<file path="config.mk">
export PLATFORM = sky130hd
export DESIGN_NAME = ripple_carry_adder_4bit
export DESIGN_NICKNAME = d
export VERILOG_FILES = /design/src/rtl/ripple_carry_adder_4bit.sv
export SDC_FILE = /design/constraint.sdc
export NUM_CORES = 1
export LEC_CHECK = 0
export ABC_AREA = 1
export BUFFER_PORTS_ARGS = -buffer_cell sky130_fd_sc_hd__buf_2
export CAP_MARGIN = 20
export CORE_AREA = 4 4 41 43
export DETAILED_ROUTE_END_ITERATION = 10
export DIE_AREA = 0 0 45 47
export SYNTH_ARGS = -nofsm -noshare
export SYNTH_HDL_FRONTEND = slang
export SYNTH_SLANG_ARGS = --single-unit
export TNS_END_PERCENT = 20
</file>
<file path="constraint.sdc">
create_clock -name clk -period 0.8 [get_ports clk]
set_input_delay 0.08 -clock clk [delete_from_list [all_inputs] [get_ports clk]]
set_output_delay 0.08 -clock clk [all_outputs]
set_load 0.005 [all_outputs]
</file>
<file path="src/rtl/ripple_carry_adder_4bit.sv">
// Registered 4-bit ripple-carry adder: four chained full-adder cells feeding an output register.
// Define RCA_OVF_EN to add the registered two's-complement overflow flag `ovf`.

module rca_full_adder (
  input  logic a_i,
  input  logic b_i,
  input  logic ci_i,
  output logic s_o,
  output logic co_o
);

  logic p;

  assign p    = a_i ^ b_i;
  assign s_o  = p ^ ci_i;
  assign co_o = (a_i & b_i) | (ci_i & p);

endmodule

module ripple_carry_adder_4bit (
  input  logic       clk,
  input  logic       rst_n,
  input  logic [3:0] a,
  input  logic [3:0] b,
  input  logic       c,
  output logic [3:0] s,
  output logic       co
`ifdef RCA_OVF_EN
  ,
  output logic       ovf
`endif
);

  logic [4:0] carry;
  logic [3:0] s_d;
  logic [3:0] s_q;
  logic       co_d;
  logic       co_q;

  assign carry[0] = c;

  // Stage p0: true ripple chain, carry[i+1] depends only on cell i
  for (genvar i = 0; i < 4; i++) begin : g_cell
    rca_full_adder u_fa (
      .a_i  (a[i]),
      .b_i  (b[i]),
      .ci_i (carry[i]),
      .s_o  (s_d[i]),
      .co_o (carry[i+1])
    );
  end

  assign co_d = carry[4];

  // Stage p1: output register, cleared asynchronously
  always_ff @(posedge clk or negedge rst_n) begin
    if (!rst_n) begin
      s_q  <= 4'h0;
      co_q <= 1'b0;
    end else begin
      s_q  <= s_d;
      co_q <= co_d;
    end
  end

  assign s  = s_q;
  assign co = co_q;

`ifdef RCA_OVF_EN
  logic ovf_d;
  logic ovf_q;

  // Signed overflow: carry into the sign bit disagrees with carry out of it
  assign ovf_d = carry[4] ^ carry[3];

  always_ff @(posedge clk or negedge rst_n) begin
    if (!rst_n) begin
      ovf_q <= 1'b0;
    end else begin
      ovf_q <= ovf_d;
    end
  end

  assign ovf = ovf_q;
`endif

endmodule

</file>
# Word-level counts from Yosys, hierarchy flattened
# Cells that the tools add are included.
# totals
inputBits	11
wordCells	22
reg_bits	5
output_inout_bits	5
# classes
bitwise	20
# ops
operator	n
$and 1x1->1	8
$xor 1x1->1	8
$or 1x1->1	4

# Longest topological paths before layout
# Gate-level depths: netlist (run 1).
# depth
word_depth	9
mapped_depth	8
depth_no_buf	8

# Cells and area by module
# Synthesis (run 1) repeated with hierarchy kept, for this count alone.
# unflattened
cells_unflattened	9
hier_area_um2	205.2
# modules_own_cells
mod	seq_area_each_um2	n_inst	area_each_um2	cells_per_inst
ripple_carry_adder_4bit	125.1	1	125.1	5
rca_full_adder	0.0	4	20.0	1

# Worst setup path after synthesis (run 1)
# Ideal clock, no wire load.
# synth_timing
path_kind	input -> register
startpoint	input a[0]
endpoint	register s_q[3], in the netlist s[3]
arrival_time_ns	1.573
t_required_ns	0.736
setup_slack_ns	-0.837
setup_ns	0.064
n_path_buf	0
cell_stages	8
cell_sequence	inv_1 -> fa_1 -> inv_1 -> fa_1 -> fa_1 -> inv_1 -> fa_1 -> inv_1
# synth_between
elab_chain_cells	8
elab_cells_between_ends	9
cone_classes	bitwise (9)
# synth_lines
item	line	rtl
from (decl)	23	input logic [3:0] a,
$xor 1x1->1	14	assign p = a_i ^ b_i;
$and 1x1->1	16	assign co_o = (a_i & b_i) | (ci_i & p);
$or 1x1->1 (*)	16	
$and 1x1->1 (*)	16	
$or 1x1->1 (*)	16	
$and 1x1->1 (*)	16	
$or 1x1->1 (*)	16	
$xor 1x1->1 (*)	15	assign s_o = p ^ ci_i;
net g_cell[3].u_fa.s_o	8	output logic s_o,
to (signal assigned)	58	s_q <= 4'h0;
to (signal assigned)	61	s_q <= s_d;
to (decl)	36	logic [3:0] s_q;
# The timed path passes the listed nets; every way through them passes the cells marked *.

# Worst setup path after layout (run 1)
# Ends and elaborated chain as after synthesis.

==> results of run 1 <==
==> per-layer routing <==
| metal | up-vias | share of wire (%) | track usage (%) |
|---|---|---|---|
| met5 | - | 0 | 0 |
| met4 | 0 | 0 | 8.77 |
| met3 | 0 | 26 | 3.83 |
| met2 | 16 | 32 | 5.65 |
| met1 | 71 | 42 | 6.19 |
| li1 | 87 | - | - |
==> power breakdown <==
| group | switching [W] | internal (W) | total, W |
|---|---|---|---|
| combinational | 0.0000712 | 0.0000862 | 0.000157 |
| sequential | 0.00000872 | 0.000295 | 0.000303 |
| clock | 0.0000899 | 0.000188 | 0.000278 |
| total | 0.000170 | 0.000569 | 0.000738 |
==> worst paths after layout <==
kind	start	end	slack (ps)	cells after the start
max	a[0]	s[3]	-670	9
min	b[1]	s[1]	150	2
max in group asynchronous	rst_n	s[1]	490	2
min in group asynchronous	rst_n	s[2]	190	2
==> state kept, by name (all words and copies together), names as in the netlist <==
signal  cells
s           4
co          1
==> metrics by stage <==
| step | hold WS [ps] | utilization, % | std cells | instance area [um2] | TNS [ps] |
|---|---|---|---|---|---|
| after floorplan | -216 | - | 19 | 248 | -2260 |
| after global placement | -107 | 26.3 | 49 | 342 | -2860 |
| final | 154 | 31.1 | 54 | 404 | -1620 |
| after CTS | 155 | 29.0 | 54 | 378 | -1770 |
| after global routing | 151 | 31.1 | 54 | 404 | -1820 |
| after detailed placement | -107 | 26.3 | 49 | 342 | -2870 |
==> repair_timing <==
item	CTS	global route
pin swaps	0	1
resized for setup	2	9
hold buffers	1	0
setup endpoints to repair	5	9
endpoints found under the hold margin	5	0
==> logic make-up after synthesis <==
| kind of cell | after synthesis | synth area share [%] |
|---|---|---|
| adders and majority gates | 4 | 33.0 |
| DFF | 5 | 51.5 |
| buffers and inverters | 10 | 15.5 |
==> Yosys cell counts (all sizes together) <==
library cell  instances  area share (%)
dfrtp                 5              52
fa                    4              33
inv                  10              15
==> final cells by class <==
| cell class | count | area, um2 | area share [%] |
|---|---|---|---|
| clock buffer | 4 | 26.3 | 6.50 |
| inverter | 10 | 42.5 | 10.5 |
| tap | 15 | 18.8 | 4.64 |
| timing repair buffer | 16 | 104 | 25.7 |
| multi-input combinational | 4 | 87.6 | 21.7 |
| sequential | 5 | 125 | 31.0 |
==> flow_metrics.py, run 1 <==
metrics = {
    "worst_setup_path": {
        "cp_num_buf_inv": 5,
        "crit_top_cell": "fa_2",
        "crit_chain": "buf_6, inv_4, fa_2, inv_2, fa_2, fa_2, inv_2, fa_1, inv_1",
        "worstPathRequired_ps": 980,
        "critPathMaxStageDelay_ps": 400,
        "end_kind": "flip-flop",
        "path_max_fanout": 1,
        "crit_family": "adder cells",
        "crit_slowest_cell": "fa_1",
        "cp-start-kind": "input port",
        "critPathArrivalTime_ps": 1650,
        "crit_type": "in2reg",
    },
    "finish": {
        "fillers": 146,
        "drive_gt1_share_pct": 66.7,
        "num_antenna_cells": 0,
        "syn2layout_area_growth_pct": 66.5,
        "final_common_cell": "buf_2",
        "nets": 55,
        "mostFrequentLayoutCells": "buf_2 (12), inv_1 (5), dfrtp_1 (5)",
    },
    "grt": {
        "grtUsageTotal_pct": 5.70,
        "grt_pass1_wl_um": 710,
        "grt_max_degree": 6,
        "grt_pass1_vias": 173,
        "grt-ovfl-total": 0,
        "antenna_found_initial": 0,
    },
    "clock_tree": {
        "cts_tree": "built",
        "cts_max_level": 1,
        "clockBufferDepth": 2,
        "cts-root-buf": "clkbuf_4",
        "cts_buffers": 3,
        "cts.sinks": 5,
        "cts_setup_buffers": 0,
        "clk_pin_slew_ps": 40,
    },
    "yosys": {
        "ys_seq_area_share_pct": 51.5,
        "syn_area_per_cell_um2": 12.8,
        "ys_ff_latch": 5,
        "yosysUniqueCellTypes": 3,
        "synth_nets": 34,
        "synth_area_um2": 243,
        "synthCells": 19,
        "ys_warn_count": 0,
    },
    "run_status": {
        "violations": "setup timing",
        "outcome": "finished, violations left",
    },
    "die": {
        "num_rows": 13,
        "initial_core_util_pct": 18.7,
        "die_x_um": 45,
        "die_h_um": 47,
        "die_area_mm2": 0.00212,
        "pin_count": 16,
        "core_mm2": 0.00130,
    },
    "place": {
        "pre_cts_slack_ps": -929,
        "port-buffer-count": 15,
        "hpwl_um": 381,
        "routabilityCongestion": 0.605,
    },
    "sta": {
        "rsz0062_at_grt": "true",
        "worst_slack_ps": -671,
        "setup_viol": 4,
        "slew-limit-headroom_pct": 93.0,
        "tightest_slew_ps": 105,
        "finalCritPeriodShare_pct": 184,
        "max_freq_mhz": 680,
        "finalMaxSlewViolations": 0,
        "hold_violations": 0,
        "post-route-min-period_ps": 1470,
    },
    "power_and_ir_drop": {
        "power_w": 0.000738,
        "p_per_area_mw_per_mm2": 1830,
        "peakVddDrop_mv": 0.457,
        "power_leakage_nw": 0.218,
    },
    "job": {
        "cap_violations": 0,
    },
    "drt": {
        "drc": 0,
        "route.vias.total": 174,
        "first_pass_iters": 2,
        "ant_nets": 0,
        "avgViaCountPerCell": 3.22,
        "routedWlPerCell_um": 7.98,
        "drt_iter0_drc": 1,
        "wl_um": 431,
    },
    "worst_hold_path": {
        "min_path_type": "in2reg",
    },
}
Note: power is estimated with default switching activity, not from simulation.
==> inputs of run 2 (changes only) <==
CORE_AREA = 2 2 39 41   (was 4 4 41 43)
DIE_AREA = 0 0 41 43   (was 0 0 45 47)
PLACE_DENSITY = 0.42   (was unset)
==> flow_metrics.py, run 2 (synthesis results as in run 1) <==
metrics = {
    "run_status": {
        "outcome": "finished, violations left",
        "violations": "setup timing",
    },
    "place": {
        "port-buffer-count": 15,
        "dpl_cell_area_um2": 343,
        "hpwl_um": 348,
        "routabilityCongestion": 0.550,
    },
    "power_and_ir_drop": {
        "seqPwrFrac_pct": 41.9,
        "peakVddDrop_mv": 0.580,
        "switchingPower_w": 0.000166,
        "p_per_area_mw_per_mm2": 1900,
        "clkPwrFrac_pct": 38.9,
        "netSwitchingFraction_pct": 23.1,
        "internal_power_w": 0.000554,
        "p_comb_share_pct": 19.2,
        "power_leakage_nw": 0.215,
    },
    "sta": {
        "hold_violations": 0,
        "fin_setup_tns_ps": -1730,
        "rsz0062_at_grt": "true",
        "worst_slack_ps": -660,
        "post-route-min-period_ps": 1460,
        "setup_viol": 4,
        "finalCritPeriodShare_pct": 182,
        "slew-limit-headroom_pct": 92.5,
        "tightest_slew_ps": 113,
        "max_freq_mhz": 685,
        "finalMaxSlewViolations": 0,
    },
    "die": {
        "die_area_mm2": 0.00176,
        "core_mm2": 0.00138,
        "pin_count": 16,
        "initial_core_util_pct": 17.5,
        "num_rows": 14,
        "die_x_um": 41,
        "die_h_um": 43,
    },
    "clock_tree": {
        "cts.sinks": 5,
        "clk_pin_slew_ps": 40,
        "clockBufferDepth": 2,
        "cts_tree": "built",
        "cts_max_level": 1,
        "cts-root-buf": "clkbuf_4",
        "cts_buffers": 3,
    },
    "drt": {
        "wl_um": 379,
        "drt_iter0_drc": 0,
        "drc": 0,
        "ant_nets": 0,
        "routedWlPerCell_um": 6.89,
        "avgViaCountPerCell": 3.00,
        "route.vias.total": 165,
        "first_pass_iters": 1,
    },
    "finish": {
        "num_antenna_cells": 0,
        "nets": 55,
        "mostFrequentLayoutCells": "buf_2 (15), inv_1 (8), dfrtp_1 (5)",
        "syn2layout_area_growth_pct": 56.2,
        "final_common_cell": "buf_2",
        "largest_reg_flops": 4,
        "fillers": 156,
        "postLayoutCellArea_um2": 379,
        "drive_gt1_share_pct": 56.4,
        "ff_latch_area_um2": 125,
        "multi_input_area_um2": 85.1,
    },
    "grt": {
        "grt_pass1_vias": 186,
        "grtUsageTotal_pct": 6.08,
        "grt-ovfl-total": 0,
        "grt_max_degree": 6,
        "antenna_found_initial": 0,
        "grt_pass1_wl_um": 662,
    },
    "worst_setup_path": {
        "path_max_fanout": 1,
        "critPathMaxStageDelay_ps": 460,
        "end_kind": "flip-flop",
        "crit_chain": "buf_2, inv_2, fa_1, inv_1, fa_2, fa_2, inv_2, fa_1, inv_1",
        "worstPathRequired_ps": 930,
        "crit_type": "in2reg",
        "crit_slowest_cell": "fa_1",
        "cp-start-kind": "input port",
        "critPathArrivalTime_ps": 1590,
    },
    "job": {
        "cap_violations": 0,
    },
    "worst_hold_path": {
        "min_path_type": "in2reg",
        "holdPathStages": 2,
    },
}
run 2: worst paths after layout:
path | from | to
min in group asynchronous | rst_n | co
max | a[0] | s[3]
max in group asynchronous | rst_n | s[0]
min | b[1] | s[1]
run 2: power by group through the flow:
stage / combinational (W) / sequential, W / clock, W
2_1_floorplan: 0.0000448 / 0.000315 / 0
3_3_place_gp: 0.000136 / 0.000307 / 0
3_5_place_dp: 0.000137 / 0.000306 / 0
4_1_cts: 0.000144 / 0.000302 / 0.000299
5_1_grt: 0.000168 / 0.000306 / 0.000334
6_report: 0.000138 / 0.000302 / 0.000281
run 2: metal layers:
metal  up-vias  part of all wire (%)  global-route usage (%)
li1         88                     -                       -
met1        62                    44                    6.95
met2        15                    35                    7.50
met3         0                    21                    3.14
met4         0                     0                    6.00
met5         -                     0                       0
run 2: per-stage QoR:
step	setup slack, ps	utilization, %	hold slack, ps	total power [W]	std cells
2_1_floorplan	-788	-	-216	0.000360	19
3_3_place_gp	-932	24.8	-102	0.000443	50
3_5_place_dp	-929	24.8	-101	0.000442	50
4_1_cts	-656	27.4	150	0.000744	55
5_1_grt	-732	27.4	145	0.000807	55
6_report	-660	27.4	157	0.000720	55
run 2: repair_timing:
action | 4_1_cts | 5_1_grt
resized for setup | 2 | 0
gates cloned | 0 | 0
setup buffers | 0 | 0
endpoints found under the hold margin | 5 | 0
hold buffers | 1 | 0
setup endpoints to repair | 5 | 9
run 2: layout make-up:
type | instances | share of cell area (%)
inverter | 10 | 9.90
tap | 16 | 5.28
timing repair buffer | 16 | 22.4
multi-input combinational | 4 | 22.4
sequential | 5 | 33.0
clock buffer | 4 | 6.93
run 2: worst max-delay path, delay by kind of cell:
family	cells	cell delay (ps)
buffers and inverters	5	270
adder cells (fa/ha/maj)	4	1240
==> inputs of run 3 (changes only) <==
RECOVER_POWER = 25   (was unset)
==> flow_metrics.py, run 3 (synthesis results as in run 1) <==
metrics = {
    "run_status": {
        "outcome": "finished, violations left",
        "violations": "setup timing",
    },
    "drt": {
        "wl_um": 377,
        "route.vias.total": 165,
        "avgViaCountPerCell": 3.00,
        "ant_nets": 0,
        "drt_iter0_drc": 0,
        "routedWlPerCell_um": 6.85,
        "first_pass_iters": 1,
        "drc": 0,
    },
    "sta": {
        "max_freq_mhz": 685,
        "finalMaxSlewViolations": 0,
        "finalCritPeriodShare_pct": 182,
        "rsz0062_at_grt": "true",
        "tightest_slew_ps": 260,
        "fin_setup_tns_ps": -1730,
        "worst_slack_ps": -660,
        "post-route-min-period_ps": 1460,
        "setup_viol": 4,
        "hold_violations": 0,
        "slew-limit-headroom_pct": 82.7,
    },
    "worst_setup_path": {
        "path_max_fanout": 1,
        "critPathArrivalTime_ps": 1590,
        "crit_chain": "buf_2, inv_2, fa_1, inv_1, fa_2, fa_2, inv_2, fa_1, inv_1",
        "crit_type": "in2reg",
        "end_kind": "flip-flop",
        "cp-start-kind": "input port",
        "critPathMaxStageDelay_ps": 460,
        "crit_slowest_cell": "fa_1",
        "cp_num_buf_inv": 5,
        "worstPathRequired_ps": 930,
        "crit_family": "adder cells",
    },
    "finish": {
        "layoutNonFillerInstCount": 55,
        "postLayoutCellArea_um2": 378,
        "nets": 55,
        "largest_reg_flops": 4,
        "final_common_cell": "buf_2",
        "num_antenna_cells": 0,
        "fillers": 156,
        "ff_latch_area_um2": 125,
        "mostFrequentLayoutCells": "buf_2 (14), inv_1 (8), dfrtp_1 (5)",
        "drive_gt1_share_pct": 53.8,
        "multi_input_area_um2": 85.1,
        "syn2layout_area_growth_pct": 55.7,
    },
    "die": {
        "initial_core_util_pct": 17.5,
        "core_mm2": 0.00138,
        "die_x_um": 41,
        "die_h_um": 43,
        "die_area_mm2": 0.00176,
        "num_rows": 14,
        "pin_count": 16,
    },
    "clock_tree": {
        "clk_pin_slew_ps": 40,
        "clockBufferDepth": 2,
        "cts_tree": "built",
        "cts_max_level": 1,
        "cts_buffers": 3,
        "cts.sinks": 5,
        "cts-root-buf": "clkbuf_4",
    },
    "place": {
        "routabilityCongestion": 0.550,
        "pre_cts_slack_ps": -929,
        "place_inst": 50,
        "dpl_cell_area_um2": 343,
        "hpwl_um": 348,
        "port-buffer-count": 15,
    },
    "power_and_ir_drop": {
        "peakVddDrop_mv": 0.579,
        "p_per_area_mw_per_mm2": 1900,
        "power_leakage_nw": 0.212,
        "power_w": 0.000720,
    },
    "grt": {
        "grt_max_degree": 6,
        "grt_pass1_wl_um": 662,
        "antenna_found_initial": 0,
        "grt_pass1_vias": 186,
        "grtUsageTotal_pct": 6.08,
        "grt-ovfl-total": 0,
    },
    "worst_hold_path": {
        "min_path_type": "in2reg",
    },
    "job": {
        "cap_violations": 0,
    },
}
-- run 3: cell type report --
class / count / area share [%]
Tap cell: 16 / 5.30
Sequential cell: 5 / 33.1
Clock buffer: 4 / 6.95
Timing Repair Buffer: 16 / 22.2
Multi-Input combinational cell: 4 / 22.5
Inverter: 10 / 9.93
-- run 3: repair_timing --
item | in CTS | in global routing
buffers inserted | 0 | 0
hold endpoints to repair | 5 | 0
endpoints found under the setup margin | 5 | 9
pin swaps | 0 | 0
hold buffers | 1 | 0
gates resized for setup | 2 | 0
-- run 3: per-stage QoR --
stage / hold slack [ps] / utilization (%)
after CTS: 150 / 27.4
after global routing: 145 / 27.3
after global placement: -102 / 24.8
after detailed placement: -101 / 24.8
final: 157 / 27.3
after floorplan: -216 / -
-- run 3: final timing paths --
path,end,depth (start not counted),from
min in group asynchronous,co,2,rst_n
max in group asynchronous,s[0],2,rst_n
hold / removal,s[1],2,b[1]
setup / recovery,s[3],9,a[0]
-- run 3: per-layer routing --
| metal | up-vias | track usage, % | routed length (um) |
|---|---|---|---|
| li1 | 88 | - | - |
| met4 | 0 | 6.00 | 0 |
| met5 | - | 0 | 0 |
| met2 | 15 | 7.50 | 133 |
| met3 | 0 | 3.14 | 80 |
| met1 | 62 | 6.95 | 164 |
-- run 3: report_power, final --
group          switching, W  internal, W
Combinational     0.0000664    0.0000711
Sequential       0.00000709     0.000294
Clock             0.0000927     0.000188
